[config.mk]
export PLATFORM = sky130hd
export DESIGN_NAME = imem_arbiter
export DESIGN_NICKNAME = d
export VERILOG_FILES = /design/src/rtl/imem_arbiter.sv
export SDC_FILE = /design/constraint.sdc
export NUM_CORES = 1
export LEC_CHECK = 0
export CELL_PAD_IN_SITES_DETAIL_PLACEMENT = 1
export CELL_PAD_IN_SITES_GLOBAL_PLACEMENT = 1
export CORE_AREA = 2 2 134 136
export CTS_CLUSTER_DIAMETER = 50
export DETAILED_ROUTE_END_ITERATION = 6
export DIE_AREA = 0 0 136 138
export MAX_ROUTING_LAYER = met4
export PLACE_DENSITY = 0.95
export SKIP_LAST_GASP = 1
export SLEW_MARGIN = 20
export SYNTH_ARGS = -nofsm -noshare
export SYNTH_HDL_FRONTEND = slang
export SYNTH_SLANG_ARGS = --single-unit
export TNS_END_PERCENT = 100
[constraint.sdc]
create_clock -name clk_i -period 14.45 [get_ports clk_i]
set_clock_uncertainty 0.05 [all_clocks]
set_input_delay 2.1675 -clock clk_i [delete_from_list [all_inputs] [get_ports clk_i]]
set_output_delay 2.1675 -clock clk_i [all_outputs]
set_load 0.1 [all_outputs]
[src/rtl/imem_arbiter.sv]
// Arbitrates the instruction-memory port between core fetch (read-only) and the program loader (read/write).
// Define IMEM_ALIGN_CHK_EN to add f_err_o/l_err_o and short-circuit misaligned accesses.
`timescale 1ns/1ps
module imem_arbiter #(
    parameter int ADDR_W     = 32,
    parameter int DATA_W     = 32,
    parameter int MEM_LAT    = 1,
    parameter int STARVE_MAX = 4
) (
    input  logic              clk_i,
    input  logic              rst_i,
    input  logic              f_req_i,
    input  logic [ADDR_W-1:0] f_addr_i,
    output logic              f_gnt_o,
    output logic              f_rvalid_o,
    output logic [DATA_W-1:0] f_rdata_o,
    input  logic              l_req_i,
    input  logic              l_we_i,
    input  logic [ADDR_W-1:0] l_addr_i,
    input  logic [DATA_W-1:0] l_wdata_i,
    output logic              l_gnt_o,
    output logic              l_rvalid_o,
    output logic [DATA_W-1:0] l_rdata_o,
    output logic              mem_en_o,
    output logic              mem_we_o,
    output logic [ADDR_W-1:0] mem_addr_o,
    output logic [DATA_W-1:0] mem_wdata_o,
    input  logic [DATA_W-1:0] mem_rdata_i,
    output logic              busy_o
`ifdef IMEM_ALIGN_CHK_EN
    ,
    output logic              f_err_o,
    output logic              l_err_o
`endif
);

    localparam int SW = $clog2(STARVE_MAX + 1);

    typedef enum logic [1:0] {
        S_IDLE = 2'd0,
        S_WAIT = 2'd1,
        S_DONE = 2'd2
    } state_e;

    state_e            state_q;
    logic              owner_l_q;
    logic              we_q;
    logic [ADDR_W-1:0] addr_q;
    logic [DATA_W-1:0] wdata_q;
    logic [DATA_W-1:0] f_rdata_q;
    logic [DATA_W-1:0] l_rdata_q;
    logic [2:0]        cnt_q;
    logic [SW-1:0]     starve_q;
    logic [SW-1:0]     starve_d;
    logic              f_rvalid_q;
    logic              l_rvalid_q;
    logic              mem_en_q;
    logic              mem_we_q;
    logic              busy_q;
    logic              f_gnt_d;
    logic              l_gnt_d;
    logic              misalign_d;
    logic [ADDR_W-1:0] sel_addr_d;
`ifdef IMEM_ALIGN_CHK_EN
    logic              f_err_q;
    logic              l_err_q;
`endif

    // Winner selection: fetch by default, loader when alone or once fetch has starved it long enough
    always_comb begin
        f_gnt_d = 1'b0;
        l_gnt_d = 1'b0;
        if (!rst_i && state_q == S_IDLE) begin
            if (l_req_i && (!f_req_i || starve_q == SW'(STARVE_MAX))) begin
                l_gnt_d = 1'b1;
            end else begin
                f_gnt_d = f_req_i;
            end
        end else begin
            f_gnt_d = 1'b0;
            l_gnt_d = 1'b0;
        end
    end

    // Selected address, alignment check and starvation counter next state
    always_comb begin
        sel_addr_d = l_gnt_d ? l_addr_i : f_addr_i;
`ifdef IMEM_ALIGN_CHK_EN
        misalign_d = (sel_addr_d[1:0] != 2'b00);
`else
        misalign_d = 1'b0;
`endif
        starve_d = starve_q;
        if (!l_req_i || l_gnt_d) begin
            starve_d = '0;
        end else if (f_gnt_d && starve_q != SW'(STARVE_MAX)) begin
            starve_d = starve_q + SW'(1);
        end else begin
            starve_d = starve_q;
        end
    end

    // Access sequencer: grant latches the request, WAIT drives memory, DONE returns the response
    always_ff @(posedge clk_i or posedge rst_i) begin
        if (rst_i) begin
            state_q    <= S_IDLE;
            owner_l_q  <= 1'b0;
            we_q       <= 1'b0;
            addr_q     <= '0;
            wdata_q    <= '0;
            f_rdata_q  <= '0;
            l_rdata_q  <= '0;
            cnt_q      <= 3'd0;
            starve_q   <= '0;
            f_rvalid_q <= 1'b0;
            l_rvalid_q <= 1'b0;
            mem_en_q   <= 1'b0;
            mem_we_q   <= 1'b0;
            busy_q     <= 1'b0;
`ifdef IMEM_ALIGN_CHK_EN
            f_err_q    <= 1'b0;
            l_err_q    <= 1'b0;
`endif
        end else begin
            starve_q <= starve_d;
            case (state_q)
                S_IDLE: begin
                    if (f_gnt_d || l_gnt_d) begin
                        owner_l_q <= l_gnt_d;
                        addr_q    <= sel_addr_d;
                        wdata_q   <= l_gnt_d ? l_wdata_i : '0;
                        we_q      <= l_gnt_d & l_we_i;
                        cnt_q     <= 3'(MEM_LAT - 1);
                        busy_q    <= 1'b1;
                        if (misalign_d) begin
                            // Misaligned: answer with an error without touching memory
                            state_q    <= S_DONE;
                            f_rvalid_q <= f_gnt_d;
                            l_rvalid_q <= l_gnt_d;
                            if (l_gnt_d) begin
                                l_rdata_q <= '0;
                            end else begin
                                f_rdata_q <= '0;
                            end
`ifdef IMEM_ALIGN_CHK_EN
                            f_err_q    <= f_gnt_d;
                            l_err_q    <= l_gnt_d;
`endif
                        end else begin
                            state_q  <= S_WAIT;
                            mem_en_q <= 1'b1;
                            mem_we_q <= l_gnt_d & l_we_i;
                        end
                    end
                end
                S_WAIT: begin
                    if (cnt_q == 3'd0) begin
                        state_q  <= S_DONE;
                        mem_en_q <= 1'b0;
                        mem_we_q <= 1'b0;
                        if (owner_l_q) begin
                            l_rvalid_q <= 1'b1;
                            l_rdata_q  <= we_q ? '0 : mem_rdata_i;
                        end else begin
                            f_rvalid_q <= 1'b1;
                            f_rdata_q  <= mem_rdata_i;
                        end
                    end else begin
                        cnt_q <= cnt_q - 3'd1;
                    end
                end
                S_DONE: begin
                    state_q    <= S_IDLE;
                    f_rvalid_q <= 1'b0;
                    l_rvalid_q <= 1'b0;
                    busy_q     <= 1'b0;
`ifdef IMEM_ALIGN_CHK_EN
                    f_err_q    <= 1'b0;
                    l_err_q    <= 1'b0;
`endif
                end
                default: begin
                    state_q    <= S_IDLE;
                    f_rvalid_q <= 1'b0;
                    l_rvalid_q <= 1'b0;
                    mem_en_q   <= 1'b0;
                    mem_we_q   <= 1'b0;
                    busy_q     <= 1'b0;
                end
            endcase
        end
    end

    assign f_gnt_o     = f_gnt_d;
    assign l_gnt_o     = l_gnt_d;
    assign f_rvalid_o  = f_rvalid_q;
    assign l_rvalid_o  = l_rvalid_q;
    assign f_rdata_o   = f_rdata_q;
    assign l_rdata_o   = l_rdata_q;
    assign mem_en_o    = mem_en_q;
    assign mem_we_o    = mem_we_q;
    assign mem_addr_o  = addr_q;
    assign mem_wdata_o = wdata_q;
    assign busy_o      = busy_q;
`ifdef IMEM_ALIGN_CHK_EN
    assign f_err_o     = f_err_q;
    assign l_err_o     = l_err_q;
`endif

endmodule

Word level (Yosys, flattened, before mapping):

Index checks and enable logic that the tools add are counted.

* flip-flop bits (word level): 143
* bits of input ports: 133
* output and inout bits: 135
* logic and storage cells: 79

* $add $sub $neg: 2
* equal/unequal tests: 9
* mux-type cells: 27
* bitwise gates (word level): 5
* reduce and logical (&&, ||, !) cells: 22

Operators with widths (count)
* $mux 32: 3
* $reduce_and 3->1: 6
* $mux 3: 4
* $mux 1: 11
* $ne 2x2->1 const B: 4
* $pmux 1 s2: 3
* $pmux 1 s3: 2
* $pmux 3 s2: 1
* $reduce_and 2->1: 3
* $mux 2: 2
* $not 1->1: 4
* $pmux 2 s2: 1
* $reduce_bool 2->1: 2
* $add 3x1->3 const B: 1
* $eq 3x3->1 const B: 1
* $logic_and 1x1->1: 3
* $logic_not 1->1: 3
* $logic_not 3->1: 1
* $logic_or 1x1->1: 3
* $ne 3x3->1 const B: 1
* $sub 3x1->3 const B: 1
* $eq 2x1->1 const B: 1
* $eq 2x2->1 const B: 1
* $logic_not 2->1: 1
* 2 further kinds: 2

Longest topological paths before layout:

* depth after elaboration: 8
* mapped depth: 7
* depth with buffers taken out: 5

Worst setup path after synthesis:

No wires, ideal clock.

* kind: input to output
* start point: in rst_i
* end point: out f_gnt_o
* data arrival time: 3419 ps
* required time: 12233 ps
* path slack: 8813 ps
* cell stages on the path: 3
* path buffers: 1
* cells stage by stage: or4b_4 > a31oi_2 > buf_2

* word-level cells in the longest chain between the ends: 3

Ends and longest elaborated chain
* start, declared: line 11 `input logic rst_i,`
* $logic_not 1->1 (no line)
* $logic_and 1x1->1: line 73 `if (!rst_i && state_q == S_IDLE) begin`
* $mux 1: line 73
* end, declared: line 14 `output logic f_gnt_o,`

No other way between the ends.

Final worst setup path:

* start point: in rst_i
* end point: out l_gnt_o

* word-level cells in the longest chain between the ends: 3

Ends and longest elaborated chain
* $logic_not 1->1 (no line)
* $logic_and 1x1->1: line 73
* $mux 1: line 73
* end, declared: line 21 `output logic l_gnt_o,`

No other way between the ends.

==> impl_metrics.ini <==
[sta]
rsz0062_at_grt = no
drv_slew = 0
post-route-min-period_ns = 6.92
slew_headroom = 0.296
hold_viol_final = 0
fin_setup_tns_ns = 0
min_period_over_period = 0.479
tightest_slew_ns = 1.05
setup_viol = 0
fmax_mhz = 144

[route]
drt_first_pass_iters = 4
drc = 0
wire_per_inst_um = 20.3
vias = 4640
ant_nets = 0
drt-initial-drc-count = 141
vias_per_cell = 5.05
wl_um = 18600

[critical_path]
crit_slowest_cell = clkdlybuf4s50_1
endpoint = l_gnt_o
endpoint_kind = output pin
crit_cells = 4
r2r_cells = 4
crit_family = buffers and inverters
cp.arrival_ns = 4.71
critPathBufInv = 2
crit_chain = clkdlybuf4s50_1, or3_4, a211oi_4, clkdlybuf4s50_1
crit_top_cell = clkdlybuf4s50_1
critPathMaxStageDelay_ns = 1.21
r2r_slack_ns = 12.04
worstSetupStartpoint = rst_i
reg2reg_to = starve_q[1]
crit_type = input port to output pin
r2r-start = state_q[1]
critPathLaunchType = input port
required_ns = 12.23
critical_path_peak_fanout = 5

[placement]
hpwl_um = 13600
gp_congestion = 0.823
io_buffers = 267

[synth]
synth_nets = 556
synth.distinct_cells = 35
syn_inst = 419
ys_seq_area_frac = 0.602
mappedNetlistArea_mm2 = 0.00594
avgSynthCellArea_um2 = 14.2
synth-seq-cells = 143
yosysWarnings = 0

[clock_network]
cts-buffers-inserted = 17
post_cts_buffers = 0
clkTransAtPathRegs_ns = 0.05
h-tree-depth = 4
post_cts_resize_count = 0
clock_path_buffers = 2
cts_tree = yes
clock-root-buffer = clkbuf_16
ctsHoldBuffers = 0
clock-sinks = 143
worstSkewPairLatency_ns = 0.41

[floorplanning]
die_h_um = 138
core_area_mm2 = 0.0175
num_rows = 49
ios = 268
dieArea_mm2 = 0.0188
initial_core_util = 0.339
die_w_um = 136

[global_route]
grt_pass1_vias = 5432
grt_usage = 0.209
overflow = 0
grt_pass1_wl_um = 29400
antenna_found_initial = 0
grt_max_degree = 84

[final_layout]
drive_gt1_frac = 0.204
layout_common_cells = clkdlybuf4s50_1 (267), dfrtp_1 (143), mux2_2 (64), a21boi_0 (33), nor2b_1 (33)
fillerInstances = 1755
final_common_cell = clkdlybuf4s50_1
antenna_cells = 0
area_growth_pct = 58.9
finalNetCount = 816

[flow_run]
max_cap_violations = 0

[hold_path]
min_path_type = flip-flop to flip-flop

[status]
status = complete, no violations
## area by class of cell
type                            instances  area [µm²]  share of cell area
Sequential cell                       143        3580               0.379
Timing Repair Buffer                  273        2720               0.288
Multi-Input combinational cell        236        2160               0.228
Clock buffer                           19         453              0.0480
Tap cell                              229         287              0.0303
Clock inverter                         11         213              0.0225
Inverter                                8        35.0             0.00371
## flip-flops by register name, summed over array words and instances (netlist names)
| signal | flops |
|---|---|
| l_rdata_o | 32 |
| owner_l_q | 1 |
| mem_addr_o | 32 |
| mem_wdata_o | 32 |
| mem_we_o | 1 |
| starve_q | 3 |
| cnt_q | 3 |
| mem_en_o | 1 |
| f_rvalid_o | 1 |
| we_q | 1 |
| l_rvalid_o | 1 |
| f_rdata_o | 32 |
| state_q | 2 |
| busy_o | 1 |
## worst min-delay path by stage
stage / from / endpoint / slack, ns / cells past startpoint
4_1_cts: mem_en_o / mem_en_o / 0.43 / 1
2_1_floorplan: cnt_q[0] / cnt_q[0] / 0.40 / 1
3_5_place_dp: mem_en_o / mem_en_o / 0.42 / 1
3_3_place_gp: cnt_q[0] / cnt_q[0] / 0.41 / 1
5_1_grt: mem_en_o / mem_en_o / 0.44 / 1
6_report: mem_en_o / mem_en_o / 0.43 / 1
## worst reg2reg max path, delay by kind of cell (launching register included)
kind	cells	cell delay, ns
AO/OA/AOI/OAI	2	0.62
AND/OR/NAND/NOR	1	0.44
flip-flops	1	0.48
buffers and inverters	1	0.65
## cell usage after synthesis, drive strengths merged
master / n / share of area
dfrtp: 143 / 0.60
mux2: 64 / 0.12
nor2b: 34 / 0.036
a21boi: 33 / 0.042
a22o: 33 / 0.049
a221o: 32 / 0.059
buf: 19 / 0.024
clkbuf: 13 / 0.0082
inv: 8 / 0.0051
a21o: 4 / 0.0051
ha: 4 / 0.0084
nand2: 4 / 0.0025
o21ai: 3 / 0.0025
o22ai: 3 / 0.0032
nand3: 2 / 0.0017
nor2: 2 / 0.0013
nor3: 2 / 0.0017
or2: 2 / 0.0021
a211oi: 1 / 0.0034
a31oi: 1 / 0.0021
a32o: 1 / 0.0017
and4bb: 1 / 0.0021
mux2i: 1 / 0.0017
nand2b: 1 / 0.0011
nand3b: 1 / 0.0013
nor4b: 1 / 0.0015
o211ai: 1 / 0.0013
o31ai: 1 / 0.0013
o32ai: 1 / 0.0015
or3: 1 / 0.0019
or4b: 1 / 0.0023
xnor2: 1 / 0.0015
## per-stage QoR
| step | cell area (µm²) | hold slack [ns] | util | cells | worst slack [ns] |
|---|---|---|---|---|---|
| 3_3_place_gp | 8770 | 0.413 | 0.500 | 889 | 7.48 |
| 2_1_floorplan | 5940 | 0.401 | - | 419 | 8.39 |
| 3_5_place_dp | 8770 | 0.417 | 0.500 | 889 | 7.50 |
| 6_report | 9440 | 0.430 | 0.539 | 919 | 7.53 |
| 5_1_grt | 9440 | 0.443 | 0.539 | 919 | 7.44 |
| 4_1_cts | 9440 | 0.430 | 0.538 | 919 | 7.48 |
## logic make-up after synthesis
family,share of synthesized area
adders and majority gates,0.00842
xor gates and xnor gates,0.00147
AOI/OAI and AO/OA,0.172
muxes,0.123
buffers and inverters,0.0377
and+or+nand+nor,0.0551
DFF,0.602
## per-layer routing
| layer | share of wire | global-route usage | vias up |
|---|---|---|---|
| li1 | - | - | 2071 |
| met1 | 0.40 | 0.239 | 2310 |
| met2 | 0.51 | 0.355 | 218 |
| met3 | 0.057 | 0.0466 | 41 |
| met4 | 0.027 | 0.0800 | 0 |
| met5 | 0 | - | - |
Power is left out: the tool's default activity adds up to more than one toggle a clock period on the data nets, which glitch-free logic cannot reach.
